[config.mk]
export PLATFORM = sky130hd
export DESIGN_NAME = fir_l3_block_former
export DESIGN_NICKNAME = d
export VERILOG_FILES = /design/src/rtl/fir_l3_block_former.sv
export SDC_FILE = /design/constraint.sdc
export NUM_CORES = 1
export LEC_CHECK = 0
export BUFFER_PORTS_ARGS = -buffer_cell sky130_fd_sc_hd__buf_2
export CAP_MARGIN = 20
export CORE_ASPECT_RATIO = 0.6
export CORE_UTILIZATION = 55
export CTS_CLUSTER_DIAMETER = 80
export CTS_CLUSTER_SIZE = 28
export DETAILED_ROUTE_END_ITERATION = 8
export GPL_TIMING_DRIVEN = 0
export PLACE_DENSITY = 0.75
export RECOVER_POWER = 25
export SLEW_MARGIN = 5
export SYNTH_ARGS = -nofsm -noshare
export SYNTH_HDL_FRONTEND = slang
export SYNTH_SLANG_ARGS = --single-unit
[constraint.sdc]
create_clock -name clk -period 4.3 [get_ports clk]
set_input_delay 0.645 -clock clk [delete_from_list [all_inputs] [get_ports clk]]
set_output_delay 0.645 -clock clk [all_outputs]
set_load 0.02 [all_outputs]
[src/rtl/fir_l3_block_former.sv]
// rtl/fir_l3_block_former.sv - serial-to-parallel L=3 block former with block FIFO and zero-pad flush
module fir_l3_block_former #(
    parameter int DATA_IN_WIDTH = 16,
    parameter int FIFO_DEPTH    = 2
) (
    input  logic                              clk,
    input  logic                              reset,
    input  logic signed [DATA_IN_WIDTH-1:0]   in_data,
    input  logic                              in_valid,
    output logic                              in_ready,
    input  logic                              flush,
    output logic signed [DATA_IN_WIDTH-1:0]   data_out_1,
    output logic signed [DATA_IN_WIDTH-1:0]   data_out_2,
    output logic signed [DATA_IN_WIDTH-1:0]   data_out_3,
    output logic                              out_valid,
    input  logic                              out_ready,
    output logic [$clog2(FIFO_DEPTH):0]       fill_level
);

    localparam int PTR_W  = $clog2(FIFO_DEPTH);
    localparam int FILL_W = PTR_W + 1;
    localparam int BLK_W  = 3 * DATA_IN_WIDTH;
    localparam logic [FILL_W-1:0] DEPTH_F = FILL_W'(FIFO_DEPTH);

    // Assembly state: slot counts samples already held for the current block.
    logic [1:0]               slot;
    logic [1:0]               slot_after_in;
    logic [DATA_IN_WIDTH-1:0] lane0;
    logic [DATA_IN_WIDTH-1:0] lane1;
    logic                     flush_pending;

    // Block FIFO storage; a block is {lane0, lane1, lane2} with lane0 in the MSBs.
    logic [BLK_W-1:0]         mem [FIFO_DEPTH];
    logic [PTR_W-1:0]         wptr;
    logic [PTR_W-1:0]         rptr;
    logic [PTR_W-1:0]         wptr_next;
    logic [PTR_W-1:0]         rptr_next;
    logic [FILL_W-1:0]        fill_next;

    logic                     has_room;
    logic                     in_fire;
    logic                     out_fire;
    logic                     blk_push;
    logic                     flush_push;
    logic                     push;
    logic                     flush_set;
    logic [BLK_W-1:0]         push_data;
    logic [BLK_W-1:0]         head_next;
    logic [BLK_W-1:0]         head_q;

    assign out_valid  = (fill_level != '0);
    assign data_out_1 = head_q[BLK_W-1 -: DATA_IN_WIDTH];
    assign data_out_2 = head_q[2*DATA_IN_WIDTH-1 -: DATA_IN_WIDTH];
    assign data_out_3 = head_q[DATA_IN_WIDTH-1:0];

    // Handshake, push/pop decisions and next-state values; in_ready uses registered state only.
    always_comb begin
        has_room      = (fill_level < DEPTH_F);
        in_ready      = !flush_pending && ((slot != 2'd2) || has_room);
        in_fire       = in_valid && in_ready;
        out_fire      = out_valid && out_ready;

        // Completing a block and committing a flush are exclusive: flush_pending forces in_ready low.
        blk_push      = in_fire && (slot == 2'd2);
        flush_push    = flush_pending && has_room;
        push          = blk_push || flush_push;

        push_data     = {lane0, lane1, in_data};
        if (flush_push) begin
            push_data = {lane0, (slot == 2'd2) ? lane1 : {DATA_IN_WIDTH{1'b0}},
                         {DATA_IN_WIDTH{1'b0}}};
        end

        slot_after_in = slot;
        if (in_fire) begin
            slot_after_in = (slot == 2'd2) ? 2'd0 : slot + 2'd1;
        end

        // A flush only matters if samples remain after this cycle's input; a second flush is absorbed.
        flush_set     = flush && !flush_pending && (slot_after_in != 2'd0);

        wptr_next     = push     ? wptr + PTR_W'(1) : wptr;
        rptr_next     = out_fire ? rptr + PTR_W'(1) : rptr;

        case ({push, out_fire})
            2'b10:   fill_next = fill_level + FILL_W'(1);
            2'b01:   fill_next = fill_level - FILL_W'(1);
            default: fill_next = fill_level;
        endcase

        // The new head is the block being written only when it becomes the sole entry.
        if (fill_next == '0) begin
            head_next = '0;
        end else if (push && (fill_next == FILL_W'(1))) begin
            head_next = push_data;
        end else begin
            head_next = mem[rptr_next];
        end
    end

    // Slot counter, holding lanes and flush bookkeeping.
    always_ff @(posedge clk) begin
        if (reset) begin
            slot          <= 2'd0;
            lane0         <= '0;
            lane1         <= '0;
            flush_pending <= 1'b0;
        end else begin
            if (flush_push) begin
                slot          <= 2'd0;
                flush_pending <= 1'b0;
            end else begin
                slot <= slot_after_in;
                if (flush_set) begin
                    flush_pending <= 1'b1;
                end
            end
            if (in_fire && (slot == 2'd0)) begin
                lane0 <= in_data;
            end
            if (in_fire && (slot == 2'd1)) begin
                lane1 <= in_data;
            end
        end
    end

    // FIFO pointers, occupancy and registered head block.
    always_ff @(posedge clk) begin
        if (reset) begin
            wptr       <= '0;
            rptr       <= '0;
            fill_level <= '0;
            head_q     <= '0;
        end else begin
            wptr       <= wptr_next;
            rptr       <= rptr_next;
            fill_level <= fill_next;
            head_q     <= head_next;
        end
    end

    // Block storage write port; contents are don't-care until pushed since the head is gated by occupancy.
    always_ff @(posedge clk) begin
        if (push) begin
            mem[wptr] <= push_data;
        end
    end

endmodule

# [After elaboration in Yosys (flattened, before gate mapping)]
# Memories as Yosys holds them, arrays and structs flattened.
# Index checks and enable logic that the tools add are counted.
[classes] n_reduce_logical=19 mux=9 n_lt_le_gt_ge=1 eq_ne=6 addsub=5
[ops] op="48-bit two-way mux" count=1
[ops] op="32-bit two-way mux" count=1
[ops] op="16-bit two-way mux" count=1
[ops] op="1-bit logical AND" count=10
[ops] op="2-bit by 1-bit == test with 1-bit output, second input constant" count=3
[ops] op="2-bit by 1-bit adder with 2-bit output, second input constant" count=2
[ops] op="2-bit == test, second input constant" count=2
[ops] op="2-bit logical NOT" count=2
[ops] op="2-bit two-way mux" count=2
[ops] op="2-bit case mux with 2 select lines" count=1
[ops] op="2-bit nonzero test" count=2
[ops] op="2-bit OR reduction" count=2
[ops] op="1-bit two-way mux" count=3
[ops] op="1-bit adder, second input constant" count=2
[ops] op="1-bit logical OR" count=2
[ops] op="2-bit less-than comparator, second input constant" count=1
[ops] op="2-bit != test, second input constant" count=1
[ops] op="2-bit by 1-bit subtractor with 2-bit output, second input constant" count=1
[ops] op="1-bit logical NOT" count=1
[word_totals] wordCells=49 output_inout_bits=52 in_bits=21 register_bits=87 ramBits=96 mem_count=1
[memory_table] name="mem" depth=2 word_bits=48 rd=1 rd_clocked_by_memory_dff=0 wr=1 line_no="33" source="logic [BLK_W-1:0] mem [FIFO_DEPTH];"

# [Longest topological paths before layout]
# Gate-level depths: netlist (run 1).
[logic_depth] depth_word=11 ltp_mapped=10 mapped_depth_nobuf=7

# [Worst setup path before layout (run 1)]
# OpenSTA, ideal clock, no wires.
[synth_timing] path_type="input -> register" from="input in_valid" to="memory mem[0][0] (netlist bit) (enable)" setup_slack_ns=0.830 stages=3 required_time_ns=3.846 setup_ns=0.454 t_arrival_ns=3.016 path_buffers=0 cell_sequence="and4bb_4 -> nor2_1 -> nor2_1"
[synth_between] elab_chain_cells=5
[synth_rtl] item="from (decl)" line_no="9" source="input logic in_valid,"
[synth_rtl] item="1-bit logical AND" line_no="60" source="in_fire = in_valid && in_ready;"
[synth_rtl] item="1-bit logical AND" line_no="64" source="blk_push = in_fire && (slot == 2'd2);"
[synth_rtl] item="1-bit logical OR" line_no="66" source="push = blk_push || flush_push;"
[synth_rtl] item="1-bit two-way mux" line_no="144" source="if (push) begin"
[synth_rtl] item="1-bit two-way mux (not written as such)" line_no="145" source="mem[wptr] <= push_data;"
[synth_rtl] item="to (decl)" line_no="33"
# Every way passes these cells.

# [Worst setup path after layout (run 1)]
[layout_timing] from="register slot[0]" to="register head_q[41]"
[layout_between] elab_chain_cells=11 elab_cells_between_ends=15 classes_between="5 x eq/ne; 2 x mux; 8 x reduce/logical"
[layout_rtl] item="from (decl)" line_no="26" source="logic [1:0] slot;"
[layout_rtl] item="from (signal assigned)" line_no="113" source="slot <= slot_after_in;"
[layout_rtl] item="2-bit != test" line_no="59" source="in_ready = !flush_pending && ((slot != 2'd2) || has_room);"
[layout_rtl] item="1-bit logical OR" line_no="59"
[layout_rtl] item="1-bit logical AND" line_no="59"
[layout_rtl] item="1-bit logical AND" line_no="60"
[layout_rtl] item="1-bit logical AND *" line_no="64"
[layout_rtl] item="1-bit logical OR *" line_no="66"
[layout_rtl] item="2-bit by 1-bit == test with 1-bit output or 2-bit == test (tied branches)" line_no="85" source="case ({push, out_fire})"
[layout_rtl] item="2-bit case mux with 2 select lines" line_no="85"
[layout_rtl] item="2-bit by 1-bit == test with 1-bit output" line_no="94" source="end else if (push && (fill_next == FILL_W'(1))) begin"
[layout_rtl] item="1-bit logical AND" line_no="94"
[layout_rtl] item="48-bit two-way mux" line_no="94"
[layout_rtl] item="to (signal assigned)" line_no="138" source="head_q <= head_next;"
[layout_rtl] item="to (decl)" line_no="49" source="logic [BLK_W-1:0] head_q;"
# Every way passes the cells marked *; elsewhere a longest branch is shown, timed or not.
# A chain may end at the register's enable or synchronous reset.

==> flow_summary.json, run 1 <==
{
  "relSlewSlack_pct": 47.16,
  "num_vias": 4586,
  "io_buffer_count": 72,
  "hold_class": "reg2reg",
  "critPathCaptureType": "flip-flop",
  "first_pass_iters": 5,
  "r2r_slack_ps": 1190,
  "cap_violations": 0,
  "grt_pass1_vias": 4353,
  "cts_tree": "built",
  "timing.final.crit_share_pct": 72.28,
  "crit_path_max_fanout": 10,
  "regArea_sq_um": 4624,
  "netlist_instances": 545,
  "rsz0062_at_grt": "false",
  "synth_edf_count": 96,
  "synth.area.top_cells": "edfxtp_1 (42%), dfxtp_1 (25%), mux2i_1 (7.6%), a21oi_1 (4.1%), a211oi_1 (4.0%)",
  "fillers": 930,
  "area_growth_pct": 17.01,
  "antenna_found_initial": 0,
  "grt_start_max_net_pins": 28,
  "ctsLongestPathBuffers": 2,
  "syn_nets": 567,
  "die_w_microns": 146.5,
  "setup_viol": 0,
  "worst_pin_slew_ps": 786.6,
  "final_common_cell": "edfxtp_1",
  "syn_area_sq_um": 6892,
  "gp_congestion": 0.7783,
  "required_ps": 4580,
  "num_antenna_cells": 0,
  "dp.cells": 784,
  "finalCriticalPeriod_ps": 3108,
  "track_usage_pct": 24.76,
  "grt_pass1_wl_microns": 23510,
  "cts_made_buffers": 17,
  "max_freq_ghz": 0.3217,
  "yosysUniqueCellTypes": 33,
  "rr_startpoint": "slot[0]",
  "hold_violations": 0,
  "multi_input_area_sq_um": 2074,
  "drive_above_1_share_pct": 14.75,
  "power_density_nw_per_um2": 611.7,
  "async_flop_share_pct": 0,
  "fin_skew_ps": 8.274,
  "fin_cells": 816,
  "yosysSeqAreaShare_pct": 67.10,
  "avgSynthCellArea_sq_um": 12.65,
  "final_antenna_net_count": 0,
  "post_cts_buffers": 0,
  "ios": 73,
  "synthFlopType": "edfxtp_1",
  "final_cell_mix": "edfxtp_1 (96), dfxtp_1 (87), clkbuf_1 (65)",
  "crit_end": "head_q[41]",
  "grt_overflow": 0,
  "synth_top_cell_by_area": "edfxtp_1",
  "h-tree-depth": 4,
  "status": "finished clean",
  "root_buffer": "clkbuf_16",
  "die_h_microns": 88.71,
  "slew_violations": 0,
  "worst_ep_arrival_time_ps": 3390,
  "hold_slack_ps": 481.7,
  "synth_top_area_share_pct": 41.83,
  "insertion_delay_ps": 430,
  "route.detailed.drc": 0,
  "path_clk_slew_ps": 70,
  "ir_drop_v": 0.0003255,
  "via_per_inst": 5.620,
  "start_util_pct": 56.77,
  "nNetsFinal": 660,
  "ys_warn_count": 0,
  "wl_per_cell_microns": 18.73,
  "cts_hold_buf": 0,
  "clock-sinks": 183,
  "crit_start": "slot[0]",
  "reg2regPathDepth": 10,
  "core_area_sq_um": 12140,
  "routed_wirelength_microns": 15290,
  "cts_resized": 0,
  "ys_ff_latch": 183,
  "core.rowCount": 31,
  "drt_iter0_drc": 398,
  "worst-setup-path-type": "reg2reg",
  "cellLeakagePower_nw": 3.125,
  "place_hpwl_microns": 10230,
  "start_kind": "flip-flop",
  "timing.rr.end": "head_q[41]",
  "fp.dieArea_sq_um": 13000
}
[critical path: stages (launching register included)]
cell and delay [ps]:
dfxtp_1 330, buf_4 160, and4bb_4 220, nor2_1 460, ha_1 370, and2b_1 250
a21oi_1 80, o21ai_0 330, buf_2 320, buf_2 370, a211oi_2 70
[layout make-up]
class / instances / area share, %
plain buffers: 37 / 2.467
clock buffers: 19 / 5.493
clock inverters: 13 / 2.064
inverters: 2 / 0.09310
multi-input cells: 323 / 25.73
flip-flops and latches: 183 / 57.35
well taps: 165 / 2.560
repair buffers: 74 / 4.251
[logic make-up (layout without fill, tap and decap cells)]
family / count (synthesis) / count (layout) / synth area share (%)
AND/OR/NAND/NOR: 158 / 158 / 10.86
AO/OA/AOI/OAI: 109 / 109 / 10.66
flip-flops: 183 / 183 / 67.10
adder cells (fa/ha/maj): 1 / 1 / 0.1815
buffers and inverters: 39 / 145 / 2.996
XOR/XNOR: 3 / 3 / 0.6537
multiplexers: 52 / 52 / 7.553
[routing by layer]
| metal | track usage, % | wire length, microns | up-vias |
|---|---|---|---|
| li1 | - | - | 2156 |
| met4 | 7.955 | 219 | 0 |
| met2 | 39.87 | 6942 | 166 |
| met3 | 5.000 | 948 | 19 |
| met1 | 34.27 | 7175 | 2245 |
| met5 | 0 | 0 | - |
[sequential cells by signal, indices dropped and copies added, names as in the netlist]
| signal | count |
|---|---|
| fill_level | 2 |
| flush_pending | 1 |
| head_q | 48 |
| lane0 | 16 |
| lane1 | 16 |
| mem | 96 |
| rptr | 1 |
| slot | 2 |
| wptr | 1 |
[per-stage QoR]
stage | power (mW) | cell area, sq um | utilization, % | worst slack [ps] | TNS (ps)
after floorplan | 3.024 | 6892 | - | 830.3 | 0
after global placement | 3.355 | 7458 | 61.43 | -673.0 | -64180
after detailed placement | 3.384 | 7513 | 61.89 | 891.7 | 0
after CTS | 4.978 | 8123 | 66.91 | 1196 | 0
after global routing | 5.113 | 8064 | 66.42 | 1024 | 0
final | 4.933 | 8064 | 66.42 | 1192 | 0
[power by group]
part	leakage, nW	switching, mW	internal [mW]	total, mW
registers	1.62	0.0788	2.07	2.15
clock network	0.296	0.668	0.937	1.61
logic	1.21	0.765	0.411	1.18
[worst min-delay path by stage]
stage	from	slack [ps]	to	cells past startpoint
3_5_place_dp	lane1[8]	470	lane1[8]	2
2_1_floorplan	lane1[0]	450	lane1[0]	2
3_3_place_gp	lane0[6]	460	mem[0][38]	0
4_1_cts	lane1[8]	480	lane1[8]	2
6_report	lane1[8]	480	lane1[8]	2
5_1_grt	in_data[11]	480	lane0[11]	3
[cells in the mapped netlist, drive strengths merged (2+ instances only)]
cell / count
nor2b: 3
a21oi: 56
nand2b: 6
mux2i: 52
a31oi: 2
nor2: 38
and2: 33
dfxtp: 87
a211oi: 47
clkbuf: 18
or3: 3
nand2: 64
edfxtp: 96
nor3: 4
xnor2: 3
o21ai: 2
buf: 19
inv: 2
Note: power is estimated with default switching activity, not from simulation.
==> run 2: changes to the inputs <==
==> constraint.sdc (replaced) <==
create_clock -name clk -period 3.1 [get_ports clk]
set_input_delay 0.465 -clock clk [delete_from_list [all_inputs] [get_ports clk]]
set_output_delay 0.465 -clock clk [all_outputs]
set_load 0.02 [all_outputs]
==> run 2 against run 1 <==
Effect of this change: clock power is 38% higher; routed wire length is 0.27% higher; via count down 0.20%; sequential cell count is the same; critical path type unchanged; power is 39% higher; final cell count unchanged; first-iteration DRC count is 0.25% lower; fmax increased by 5.2%; clock-buffer cell count stayed put; die area unchanged; largest power group unchanged; non-clock buffer count is the same; utilization hardly changed.
==> flow_summary.json, run 2 (same netlist as run 1, synthesis figures left out) <==
{
  "status": "finished clean",
  "ios": 73,
  "crit_chain": "buf_4 -> and4bb_4 -> nor2_2 -> ha_1 -> and2b_1 -> a21oi_1 -> o21ai_0 -> buf_2 -> buf_2 -> a211oi_2",
  "final_cell_mix": "edfxtp_1 (96), dfxtp_1 (87), clkbuf_1 (66)",
  "cpMaxStageDelayCell": "buf_2",
  "worst_hold_path.endpoint": "lane0[11]",
  "via_per_inst": 5.609,
  "gp_congestion": 0.7783,
  "insertion_delay_ps": 430,
  "path_clk_slew_ps": 70,
  "rsz0062_at_grt": "false",
  "rr_startpoint": "slot[0]",
  "crit_path_max_fanout": 10,
  "h-tree-depth": 4,
  "routed_wirelength_microns": 15330,
  "setup_viol": 0,
  "p_seq_share_pct": 43.6,
  "num_vias": 4577,
  "pre_cts_ws_ps": -128.3,
  "antenna_found_initial": 0,
  "worst_slack_ps": 146.1,
  "timing.final.crit_share_pct": 95.29,
  "critPathCaptureType": "flip-flop",
  "core.rowCount": 31,
  "start_kind": "flip-flop",
  "use_met2_pct": 39.87,
  "hold_violations": 0,
  "fp.dieArea_sq_um": 13000,
  "min_from": "in_data[11]",
  "grt_pass1_wl_microns": 23510,
  "ir_drop_v": 0.0004510,
  "cts_hold_buf": 0,
  "hold_class": "in2reg",
  "start_util_pct": 56.77,
  "path_common_cell": "buf_2",
  "die_h_microns": 88.71,
  "track_usage_pct": 24.76,
  "timing.rr.end": "head_q[41]",
  "grt_pass1_vias": 4353,
  "critPathMaxStageDelay_ps": 380,
  "sw_frac_of_total_pct": 30.65,
  "first_pass_iters": 5,
  "top_usage_layer": "met2",
  "top_regs": "mem (96), head_q (48)",
  "r2r_slack_ps": 150,
  "cellLeakagePower_nw": 3.122,
  "drt_iter0_drc": 397,
  "die_w_microns": 146.5,
  "final_antenna_net_count": 0,
  "worst_pin_slew_ps": 789.6,
  "pwr-share-comb_pct": 23.9,
  "drive_above_1_share_pct": 14.90,
  "core_area_sq_um": 12140,
  "clock-sinks": 183,
  "max_freq_ghz": 0.3385,
  "cap_violations": 0,
  "fillers": 932,
  "required_ps": 3380,
  "num_antenna_cells": 0,
  "met1_usage_pct": 34.27,
  "area_growth_pct": 17.05,
  "fin_skew_ps": 8.238,
  "route.detailed.drc": 0,
  "use_met3_pct": 5.000,
  "worst-setup-path-type": "reg2reg",
  "nNetsFinal": 660,
  "p_int_mw": 4.745,
  "place_hpwl_microns": 10230,
  "reg2regPathDepth": 10,
  "post-route-util_pct": 66.44,
  "io_buffer_count": 72,
  "power_density_nw_per_um2": 848.2,
  "finalCriticalPeriod_ps": 2954,
  "cts_made_buffers": 17,
  "largest_reg_flops": 96,
  "largest-register": "mem",
  "cts_tree": "built",
  "grt_start_max_net_pins": 28,
  "holdPathStages": 3,
  "relSlewSlack_pct": 46.96,
  "worst_ep_arrival_time_ps": 3230,
  "root_buffer": "clkbuf_16",
  "grt_overflow": 0,
  "power_frac_clock_pct": 32.5,
  "final_common_cell": "edfxtp_1",
  "slew_violations": 0,
  "ctsLongestPathBuffers": 2,
  "switching_power_mw": 2.097,
  "wl_per_cell_microns": 18.78
}
-- run 2: changes by cell type in the layout (fill, tap and decap cells not counted), sizes merged --
| cell | delta |
|---|---|
| buf | -1 |
| clkbuf | +1 |
-- run 2: cell type report --
class / instances / area, sq um / share of cell area, %
clock inverters: 13 / 166.4 / 2.063
multi-input cells: 323 / 2078 / 25.76
clock buffers: 19 / 442.9 / 5.491
plain buffers: 37 / 198.9 / 2.466
repair buffers: 74 / 341.6 / 4.235
flip-flops and latches: 183 / 4624 / 57.33
well taps: 165 / 206.4 / 2.559
inverters: 2 / 7.507 / 0.09307
-- run 2: per-stage QoR --
stage	area (sq um)	instances	total power [mW]	hold slack (ps)	setup TNS [ps]
after floorplan	6892	545	4.195	445.1	-23100
after global placement	7458	782	4.653	461.0	-162100
after detailed placement	7513	784	4.694	468.2	-1659
after CTS	8125	816	6.905	300.9	0
after global routing	8066	816	7.093	304.3	0
final	8066	816	6.842	305.9	0
-- run 2: worst max-delay path by stage --
| stage | to | startpoint | slack (ps) | depth (start not counted) |
|---|---|---|---|---|
| 6_report | head_q[41] | slot[0] | 150 | 10 |
| 5_1_grt | head_q[12] | slot[0] | 10 | 9 |
| 4_1_cts | head_q[41] | slot[0] | 170 | 10 |
| 3_5_place_dp | head_q[41] | in_valid | -130 | 10 |
| 3_3_place_gp | mem[1][37] | in_valid | -1690 | 4 |
| 2_1_floorplan | mem[0][0] | fill_level[1] | -240 | 3 |
-- run 2: layer usage --
layer	routed length, microns	vias to the layer above	part of all wire [%]
met5	0	-	0
met4	218	0	1.4
met3	949	19	6.2
met2	6978	162	46
met1	7179	2244	47
li1	-	2152	-
-- run 2: critical path: cells and delay by family (launching register included) --
kind	cells	cell delay (ps)
compound gates	3	480
fa+ha+maj	1	340
buf+inv	3	860
flops	1	330
simple gates	3	790
-- run 2: timing repair --
item                                    in CTS  in global routing
endpoints found under the setup margin       1                  0
hold endpoints to repair                     0                  0
buffers inserted                             0                  0
resized for setup                            1                  0
-- run 2: power by group through the flow --
stage / Clock, mW / Sequential, mW / Combinational, mW
final: 2.22 / 2.98 / 1.63
after global routing: 2.33 / 3.01 / 1.75
after CTS: 2.25 / 2.98 / 1.68
after detailed placement: 0 / 3.03 / 1.66
after global placement: 0 / 3.03 / 1.63
after floorplan: 0 / 3.25 / 0.949
